<file path="src/rtl/ddc_cascade_pkg.sv">
// Shared constants and helpers for the halfband decimation chain.
package ddc_cascade_pkg;

    localparam int TAP_CENTER = 16;
    localparam int TAP_NEAR   = 9;
    localparam int TAP_FAR    = -1;
    localparam int ROUND_BIAS = 16;
    localparam int SHIFT      = 5;
    localparam int ACC_GUARD  = 6;
    localparam int N_TAPS     = 7;

    // Clamp a wide signed value into a signed field of the given width.
    // The caller narrows the result to that width and also receives the clip bit.
    function automatic logic signed [63:0] saturate(
        input  logic signed [63:0] val,
        input  int unsigned        width,
        output logic               clip
    );
        logic signed [63:0] hi;
        logic signed [63:0] lo;
        hi   = (64'sd1 <<< (width - 1)) - 64'sd1;
        lo   = ~hi;
        clip = 1'b0;
        saturate = val;
        if (val > hi) begin
            saturate = hi;
            clip     = 1'b1;
        end else if (val < lo) begin
            saturate = lo;
            clip     = 1'b1;
        end
    endfunction

endpackage

</file>
<file path="src/rtl/ddc_hb_stage.sv">
// One 7-tap halfband decimate-by-2 stage with rounding, saturation and an output register.
// Latency: output valid the cycle after the accepting edge of every second input.
// Backpressure: input stalls only on a result-producing input while the output register is full and not draining.
module ddc_hb_stage
    import ddc_cascade_pkg::*;
#(
    parameter int DATA_WIDTH = 16
) (
    input  logic                         clk,
    input  logic                         rst,
    input  logic                         flush,
    input  logic signed [DATA_WIDTH-1:0] in_dat,
    input  logic                         in_vld,
    output logic                         in_rdy,
    output logic signed [DATA_WIDTH-1:0] out_dat,
    output logic                         out_vld,
    input  logic                         out_rdy,
    output logic                         sat_hit
);

    localparam int ACC_W = DATA_WIDTH + ACC_GUARD;

    // hist[k] holds d[k] before the shift; after the shift d[0] is in_dat and d[k] is hist[k-1].
    logic signed [DATA_WIDTH-1:0] hist [N_TAPS-1];
    logic                         phase;
    logic signed [ACC_W-1:0]      acc;
    logic signed [ACC_W-1:0]      rounded;
    logic signed [DATA_WIDTH-1:0] y;
    logic                         clip;
    logic                         accept;
    logic                         produce;

    assign in_rdy  = !phase || !out_vld || out_rdy;
    assign accept  = in_vld && in_rdy;
    assign produce = accept && phase;
    assign sat_hit = produce && clip;

    always_comb begin
        acc = ACC_W'(TAP_CENTER) * ACC_W'(hist[2])
            + ACC_W'(TAP_NEAR)   * (ACC_W'(hist[1]) + ACC_W'(hist[3]))
            + ACC_W'(TAP_FAR)    * (ACC_W'(in_dat)  + ACC_W'(hist[5]));
        rounded = (acc + ACC_W'(ROUND_BIAS)) >>> SHIFT;
        clip    = 1'b0;
        y       = DATA_WIDTH'(saturate(64'(rounded), DATA_WIDTH, clip));
    end

    always_ff @(posedge clk) begin
        if (rst || flush) begin
            for (int k = 0; k < N_TAPS - 1; k++) hist[k] <= '0;
            phase   <= 1'b0;
            out_vld <= 1'b0;
            out_dat <= '0;
        end else begin
            if (accept) begin
                hist[0] <= in_dat;
                for (int k = 1; k < N_TAPS - 1; k++) hist[k] <= hist[k-1];
                phase <= ~phase;
            end
            if (produce) begin
                out_dat <= y;
                out_vld <= 1'b1;
            end else if (out_rdy) begin
                out_vld <= 1'b0;
            end
        end
    end

endmodule

</file>
<file path="src/rtl/ddc_cascade.sv">
// Run-time selectable cascade of halfband decimators (overall decimation 2^dec_sel).
// Latency: one cycle per active stage after the final contributing input; zero in bypass.
// Backpressure: full valid/ready through every stage; cfg_load drops both handshakes for its cycle.
module ddc_cascade
    import ddc_cascade_pkg::*;
#(
    parameter int DATA_WIDTH = 16,
    parameter int N_STAGES   = 3,
    parameter int SEL_WIDTH  = $clog2(N_STAGES + 1)
) (
    input  logic                         clk,
    input  logic                         rst,
    input  logic                         cfg_load,
    input  logic [SEL_WIDTH-1:0]         dec_sel,
    input  logic signed [DATA_WIDTH-1:0] src_data_in,
    input  logic                         src_valid_in,
    output logic                         src_ready_out,
    output logic signed [DATA_WIDTH-1:0] dst_data_out,
    output logic                         dst_valid_out,
    input  logic                         dst_ready_in,
    output logic [N_STAGES-1:0]          sat_flags
);

    logic [SEL_WIDTH-1:0]         dec_sel_q;
    logic [SEL_WIDTH-1:0]         sel_clamped;
    logic                         bypass;
    logic signed [DATA_WIDTH-1:0] st_in_dat [N_STAGES];
    logic signed [DATA_WIDTH-1:0] st_dat    [N_STAGES];
    logic [N_STAGES-1:0]          st_in_vld;
    logic [N_STAGES-1:0]          st_in_rdy;
    logic [N_STAGES-1:0]          st_vld;
    logic [N_STAGES-1:0]          st_out_rdy;
    logic [N_STAGES-1:0]          st_sat;
    logic signed [DATA_WIDTH-1:0] tail_dat;
    logic                         tail_vld;

    assign sel_clamped = (dec_sel > SEL_WIDTH'(N_STAGES)) ? SEL_WIDTH'(N_STAGES) : dec_sel;
    assign bypass      = (dec_sel_q == '0);

    always_ff @(posedge clk) begin
        if (rst) begin
            dec_sel_q <= SEL_WIDTH'(N_STAGES);
            sat_flags <= '0;
        end else if (cfg_load) begin
            dec_sel_q <= sel_clamped;
            sat_flags <= '0;
        end else begin
            sat_flags <= sat_flags | st_sat;
        end
    end

    // Stages at or beyond dec_sel_q see no valid and no ready, so they stay in reset state.
    for (genvar i = 0; i < N_STAGES; i++) begin : g_stage
        if (i == 0) begin : g_head
            assign st_in_dat[i] = src_data_in;
            assign st_in_vld[i] = src_valid_in && !bypass && !cfg_load;
        end else begin : g_link
            assign st_in_dat[i] = st_dat[i-1];
            assign st_in_vld[i] = st_vld[i-1] && (SEL_WIDTH'(i) < dec_sel_q) && !cfg_load;
        end

        if (i == N_STAGES - 1) begin : g_last
            assign st_out_rdy[i] = (SEL_WIDTH'(i + 1) == dec_sel_q) && dst_ready_in;
        end else begin : g_mid
            assign st_out_rdy[i] = (SEL_WIDTH'(i + 1) == dec_sel_q) ? dst_ready_in :
                                   ((SEL_WIDTH'(i + 1) < dec_sel_q) && st_in_rdy[i+1]);
        end

        ddc_hb_stage #(
            .DATA_WIDTH (DATA_WIDTH)
        ) u_stage (
            .clk     (clk),
            .rst     (rst),
            .flush   (cfg_load),
            .in_dat  (st_in_dat[i]),
            .in_vld  (st_in_vld[i]),
            .in_rdy  (st_in_rdy[i]),
            .out_dat (st_dat[i]),
            .out_vld (st_vld[i]),
            .out_rdy (st_out_rdy[i]),
            .sat_hit (st_sat[i])
        );
    end

    always_comb begin
        tail_dat = '0;
        tail_vld = 1'b0;
        for (int i = 0; i < N_STAGES; i++) begin
            if (SEL_WIDTH'(i + 1) == dec_sel_q) begin
                tail_dat = st_dat[i];
                tail_vld = st_vld[i];
            end
        end
    end

    assign src_ready_out = !rst && !cfg_load && (bypass ? dst_ready_in : st_in_rdy[0]);
    assign dst_valid_out = !rst && !cfg_load && (bypass ? src_valid_in : tail_vld);
    assign dst_data_out  = rst ? '0 : (bypass ? src_data_in : tail_dat);

endmodule

</file>
<file path="config.mk">
export PLATFORM = sky130hd
export DESIGN_NAME = ddc_cascade
export DESIGN_NICKNAME = d
export VERILOG_FILES = /design/src/rtl/ddc_cascade_pkg.sv /design/src/rtl/ddc_hb_stage.sv /design/src/rtl/ddc_cascade.sv
export SDC_FILE = /design/constraint.sdc
export NUM_CORES = 1
export LEC_CHECK = 0
export ABC_AREA = 1
export CAP_MARGIN = 30
export CORE_MARGIN = 1
export CORE_UTILIZATION = 50
export CTS_BUF_LIST = sky130_fd_sc_hd__clkbuf_16
export DETAILED_ROUTE_END_ITERATION = 8
export GPL_ROUTABILITY_DRIVEN = 1
export HOLD_SLACK_MARGIN = 0.05
export PLACE_DENSITY = 0.77
export SETUP_SLACK_MARGIN = 0.1
export SLEW_MARGIN = 20
export SYNTH_ARGS = -nofsm -noshare
export SYNTH_HDL_FRONTEND = slang
export SYNTH_SLANG_ARGS = --single-unit
</file>
<file path="constraint.sdc">
create_clock -name clk -period 15.2 [get_ports clk]
set_input_delay 2.28 -clock clk [delete_from_list [all_inputs] [get_ports clk]]
set_output_delay 2.28 -clock clk [all_outputs]
set_load 0.1 [all_outputs]
</file>
==> results.sh, run 1 <==
export IMPL_num_antenna_cells=0
export IMPL_hold_path_end="sat_flags[2]"
export IMPL_grtUsageMet3_pct=3.14
export IMPL_synth_area_um2=25700
export IMPL_cp_data_arrival_time_ns=5.86
export IMPL_dp_hpwl_um=48000
export IMPL_async_reset_ff_share_pct=0
export IMPL_dieArea_um2=52200
export IMPL_finalCritPeriodShare_pct=53.6
export IMPL_grt_max_degree=97
export IMPL_io_pins=44
export IMPL_antenna_found_initial=0
export IMPL_synth_cells=2985
export IMPL_design_area_um2=28100
export IMPL_avgViaCountPerCell=5.22
export IMPL_powerDensity_nw_per_um2=147
export IMPL_drt_iter0_drc=1455
export IMPL_finClkSkew_ns=0.0352
export IMPL_status="complete, no violations"
export IMPL_hold_path_class="flip-flop to flip-flop"
export IMPL_cp_cell_sequence="clkdlybuf4s50_1, nor2_4, buf_4, inv_1, a21oi_1, o21ai_0, inv_1, clkdlybuf4s50_1"
export IMPL_synth_seq_cells=347
export IMPL_r2r_end="g_stage[2].u_stage.out_dat[1]"
export IMPL_nets=3421
export IMPL_fp_dieH_um=229
export IMPL_synth_top_area_share_pct=33.7
export IMPL_critPathKind="input port to output port"
export IMPL_min_period_ns=8.14
export IMPL_ys_types=46
export IMPL_tightest_slew_ns=1.00
export IMPL_end_kind="output port"
export IMPL_cts_root_buffer="clkbuf_16"
export IMPL_grt_ovfl_total=0
export IMPL_synth_edf_count=288
export IMPL_gr_usage_met2_pct=40.4
export IMPL_required_ns=12.92
export IMPL_post_cts_buffers=0
export IMPL_cts_tree="built"
export IMPL_slew_viol_final=0
export IMPL_ctsHoldBuffers=0
export IMPL_fin_setup_tns_ns=0
export IMPL_top_usage_layer="met2"
export IMPL_clk_pin_slew_ns=0.06
export IMPL_rsz0062_at_grt="false"
export IMPL_routedWlPerCell_um=16.3
export IMPL_clockBufferDepth=3
export IMPL_area_growth_syn_to_layout_pct=9.32
export IMPL_coreArea_um2=50400
export IMPL_start_kind="input port"
export IMPL_synth_area_leaders="edfxtp_1 (34%), ha_1 (13%), inv_1 (8.5%), fa_1 (8.4%), nand2_1 (7.5%)"
export IMPL_rows=82
export IMPL_htree_levels=2
export IMPL_use_met1_pct=30.4
export IMPL_drive_above_1_share_pct=4.65
export IMPL_ff2ff_path_depth=25
export IMPL_hold_viol=0
export IMPL_vias=19462
export IMPL_finalWeightedCongestion=1.00
export IMPL_track_usage_pct=23.5
export IMPL_synth_largest_area_cell="edfxtp_1"
export IMPL_setup_viol_count_final=0
export IMPL_grt_pass1_vias=19045
export IMPL_cts_made_buffers=40
export IMPL_clock_latency_ns=0.58
export IMPL_dpl_instance_area_um2=26800
export IMPL_yosysWarningCount=0
export IMPL_final_cell_mix="inv_1 (586), nand2_1 (511), nor2_1 (360)"
export IMPL_critPathMaxStageDelay_ns=1.17
export IMPL_die_w_um=229
export IMPL_leakagePower_nw=13.2
export IMPL_start_util_pct=50.9
export IMPL_cp_max_fo=57
export IMPL_yosysSeqAreaShare_pct=38.3
export IMPL_final_common_cell="inv_1"
export IMPL_min_path_cells=2
export IMPL_fmax_mhz=123
export IMPL_cts_sinks=347
export IMPL_ys_flop_type="edfxtp_1"
export IMPL_hp_start="sat_flags[2]"
export IMPL_slowest_stage="clkdlybuf4s50_1"
export IMPL_maxSlewHeadroom_pct=32.9
export IMPL_reg2reg_from="g_stage[2].u_stage.hist[0][80]"
export IMPL_grt_pass1_wl_um=97600
export IMPL_avgSynthCellArea_um2=8.60
export IMPL_drc_errors=0
export IMPL_numPortBuffers=43
export IMPL_first_pass_iters=6
export IMPL_synth_net_count=3380
export IMPL_postCtsResizedCells=0
export IMPL_drt_wl_total_um=60900
export IMPL_vdd_ir_drop_worst_uv=122
export IMPL_ant_nets=0
export IMPL_drv_cap=0
export IMPL_r2r_slack_ns=8.93
[where the power goes]
group	internal, mW	switching [mW]	total [mW]
Clock	0.543	0.407	0.950
Combinational	0.731	1.35	2.08
Sequential	1.07	0.0254	1.09
[Yosys cell counts (5+ instances only)]
cell      number
a21o_1         9
a21oi_1      207
a31oi_1       11
buf_1          5
buf_2         14
buf_4          6
buf_8          5
clkbuf_1      23
dfxtp_1       59
edfxtp_1     288
fa_1         108
ha_1         264
inv_1        583
inv_2          5
nand2_1      515
nand3_1      109
nand3b_1      16
nand4_1       18
nor2_1       361
nor2_2        42
nor3_1        28
o21ai_0      115
o21bai_1      12
o221ai_1      16
o31ai_1        7
or2_2          5
xnor2_1       44
xor2_1        73
[layout make-up]
type                       count  area [µm²]
multi-input combinational   1995       13300
clock buffer                  41        1030
inverter                     588        2210
sequential                   347        9830
timing repair buffer          54         558
clock inverter                31         241
tap                          672         841
fill                        4489       22300
[state kept, by name, summed over array words and instances (netlist names)]
register	count
g_stage.u_stage.out_vld	3
g_stage.u_stage.out_dat	48
sat_flags	3
g_stage.u_stage.hist	288
g_stage.u_stage.phase	3
dec_sel_q	2
[through the flow]
| stage | total power, mW | utilization [%] | setup slack, ns | hold slack [ns] | cells |
|---|---|---|---|---|---|
| CTS | 4.13 | 55.6 | 7.14 | 0.493 | 3727 |
| global route | 4.46 | 55.7 | 6.91 | 0.522 | 3728 |
| detailed placement | 3.17 | 53.1 | 6.95 | 0.484 | 3655 |
| finish | 4.13 | 55.7 | 7.06 | 0.489 | 3728 |
| global placement | 3.15 | 53.0 | 7.03 | 0.482 | 3653 |
| floorplan | 2.66 | - | 8.25 | 0.459 | 2985 |
[worst max path at each step]
stage                         startpoint                        endpoint  slack (ns)  cells past startpoint
after floorplan           src_data_in[0]  g_stage[0].u_stage.out_dat[11]        8.25                     30
after detailed placement  src_data_in[0]   g_stage[0].u_stage.out_dat[9]        6.95                     25
final                                rst                   src_ready_out        7.06                      8
after global placement    src_data_in[0]  g_stage[0].u_stage.out_dat[11]        7.03                     25
after global routing                 rst                   src_ready_out        6.91                      8
after CTS                            rst                   src_ready_out        7.14                      8
[metal layers]
layer | share of wire, % | vias to the layer above | wire, µm
li1 | - | 9705 | -
met4 | 3.4 | 0 | 2060
met3 | 5.3 | 116 | 3240
met5 | 0 | - | 0
met2 | 48 | 516 | 29200
met1 | 43 | 9125 | 26400
[cell families after synthesis]
family          Yosys count  synth area share (%)
flops                   347                  38.3
buf+inv                 643                  9.82
simple gates           1110                  18.1
compound gates          396                  8.51
xor+xnor                117                  3.99
fa+ha+maj               372                  21.3
[worst max-delay path: cells and delay by family]
family / cells / cell delay (ns)
AOI/OAI and AO/OA: 2 / 0.28
and+or+nand+nor: 1 / 0.23
buffers and inverters: 5 / 3.02
No activity file was read; power rests on OpenSTA's default activity.
==> run 2, diff against run 1 <==
--- a/config.mk
+++ b/config.mk
@@ -13,7 +13,7 @@
 export DETAILED_ROUTE_END_ITERATION = 8
 export GPL_ROUTABILITY_DRIVEN = 1
 export HOLD_SLACK_MARGIN = 0.05
-export PLACE_DENSITY = 0.77
+export PLACE_DENSITY = 0.8
 export SETUP_SLACK_MARGIN = 0.1
 export SLEW_MARGIN = 20
 export SYNTH_ARGS = -nofsm -noshare
==> constraint.sdc (replaced) <==
create_clock -name clk -period 7.1 [get_ports clk]
set_input_delay 1.065 -clock clk [delete_from_list [all_inputs] [get_ports clk]]
set_output_delay 1.065 -clock clk [all_outputs]
set_load 0.1 [all_outputs]
==> run 2 against run 1 <==
  * Final area increased by 0.14%
  * Clock skew decreased by 0.0026 ns
  * Sequential share of layout area about the same
  * Largest cell class unchanged
  * Wire length increased by 0.41%
  * Die area unchanged
  * Non-clock buffer count increased by 4
==> results.sh, run 2 (synthesized netlist as in run 1, its figures left out) <==
export IMPL_regMostFlops="g_stage.u_stage.hist"
export IMPL_start_util_pct=50.9
export IMPL_area_growth_syn_to_layout_pct=9.48
export IMPL_hold_path_class="flip-flop to flip-flop"
export IMPL_top_regs="g_stage.u_stage.hist (288), g_stage.u_stage.out_dat (48)"
export IMPL_use_met1_pct=29.9
export IMPL_cp_max_fo=16
export IMPL_post_cts_buffers=0
export IMPL_drt_wl_total_um=61100
export IMPL_leakagePower_nw=13.2
export IMPL_final_common_cell="inv_1"
export IMPL_drt_iter0_drc=1827
export IMPL_required_ns=7.59
export IMPL_crit_top_cell="nand2_1"
export IMPL_fmax_mhz=156
export IMPL_grt_pass1_wl_um=97300
export IMPL_status="complete, no violations"
export IMPL_total_power_mw=8.83
export IMPL_drc_errors=0
export IMPL_coreArea_um2=50400
export IMPL_largest_reg_flops=288
export IMPL_critPathKind="input port to flip-flop"
export IMPL_gr_usage_met2_pct=40.3
export IMPL_rsz0062_at_grt="false"
export IMPL_fin_setup_tns_ns=0
export IMPL_final_cell_mix="inv_1 (586), nand2_1 (511), nor2_1 (360)"
export IMPL_grt_max_degree=81
export IMPL_io_pins=44
export IMPL_place_ws_ns=0.218
export IMPL_numPortBuffers=43
export IMPL_finalCritPeriodShare_pct=90.2
export IMPL_first_pass_iters=6
export IMPL_num_antenna_cells=0
export IMPL_dieArea_um2=52200
export IMPL_slew_viol_final=0
export IMPL_drive_above_1_share_pct=4.87
export IMPL_grtUsageMet3_pct=2.93
export IMPL_vdd_ir_drop_worst_uv=233
export IMPL_cts_made_buffers=40
export IMPL_cts_root_buffer="clkbuf_16"
export IMPL_clockBufferDepth=3
export IMPL_clock_latency_ns=0.57
export IMPL_die_w_um=229
export IMPL_min_path_cells=2
export IMPL_cts_tree="built"
export IMPL_ctsHoldBuffers=0
export IMPL_fillers=4362
export IMPL_hold_viol=0
export IMPL_clk_pin_slew_ns=0.06
export IMPL_min_period_ns=6.41
export IMPL_end_kind="flip-flop"
export IMPL_powerDensity_nw_per_um2=314
export IMPL_vias=19572
export IMPL_nets=3425
export IMPL_maxSlewHeadroom_pct=33.3
export IMPL_slowest_stage="fa_1"
export IMPL_htree_levels=2
export IMPL_grt_ovfl_total=0
export IMPL_rows=82
export IMPL_grt_pass1_vias=18917
export IMPL_ff2ff_path_depth=25
export IMPL_antenna_found_initial=0
export IMPL_routedWlPerCell_um=16.4
export IMPL_fin_ws_ns=0.695
export IMPL_cts_sinks=347
export IMPL_drv_cap=0
export IMPL_critPathMaxStageDelay_ns=0.50
export IMPL_tightest_slew_ns=0.998
export IMPL_finClkSkew_ns=0.0326
export IMPL_postCtsResizedCells=0
export IMPL_track_usage_pct=23.4
export IMPL_fp_dieH_um=229
export IMPL_cp_data_arrival_time_ns=6.89
export IMPL_avgViaCountPerCell=5.24
export IMPL_ant_nets=0
export IMPL_finalWeightedCongestion=0.998
export IMPL_start_kind="input port"
export IMPL_top_usage_layer="met2"
export IMPL_dp_hpwl_um=47300
export IMPL_setup_viol_count_final=0
export IMPL_fin_util_pct=55.8
-- run 2: cell count changes in the layout (fill, tap and decap cells not counted), sizes merged --
cell,change
clkinvlp,+4
clkinv,-10
inv,+5
buf,+4
clkbuf,+1
-- run 2: stage by stage --
| stage | area (µm²) | hold WS [ns] | cells |
|---|---|---|---|
| floorplan | 25700 | 0.459 | 2985 |
| global placement | 26800 | 0.476 | 3659 |
| detailed placement | 26800 | 0.475 | 3659 |
| CTS | 28100 | 0.482 | 3731 |
| global route | 28100 | 0.483 | 3732 |
| finish | 28100 | 0.479 | 3732 |
-- run 2: power breakdown --
group / switching (mW) / internal [mW] / leakage, nW
clock network: 0.884 / 1.19 / 0.650
registers: 0.0534 / 2.28 / 3.70
logic: 2.86 / 1.56 / 8.86
total: 3.80 / 5.03 / 13.2
-- run 2: layer usage --
metal,routed length (µm),vias to the layer above
met1,26100,9152
li1,-,9727
met4,2290,0
met2,29600,568
met5,0,-
met3,3100,125
-- run 2: final cells by class --
cell class / instances / area [µm²] / share of cell area, %
multi-input combinational: 1995 / 13300 / 47.5
sequential: 347 / 9830 / 35.0
inverter: 588 / 2210 / 7.86
clock buffer: 42 / 1050 / 3.74
tap: 672 / 841 / 2.99
timing repair buffer: 58 / 563 / 2.00
clock inverter: 30 / 251 / 0.895
-- run 2: final timing paths --
path / end / from / slack [ns]
worst max-delay path: g_stage[0].u_stage.out_dat[11] / src_data_in[0] / 0.69
worst min-delay path: sat_flags[1] / sat_flags[1] / 0.48
worst max register to register: g_stage[2].u_stage.out_dat[7] / g_stage[2].u_stage.hist[0][80] / 0.88
worst min register to register: sat_flags[1] / sat_flags[1] / 0.48
-- run 2: worst max-delay path, delay by kind of cell --
family	cells	cell delay, ns
AOI/OAI and AO/OA	4	0.80
adders and majority gates	7	2.60
and+or+nand+nor	16	1.81
buffers and inverters	4	0.61
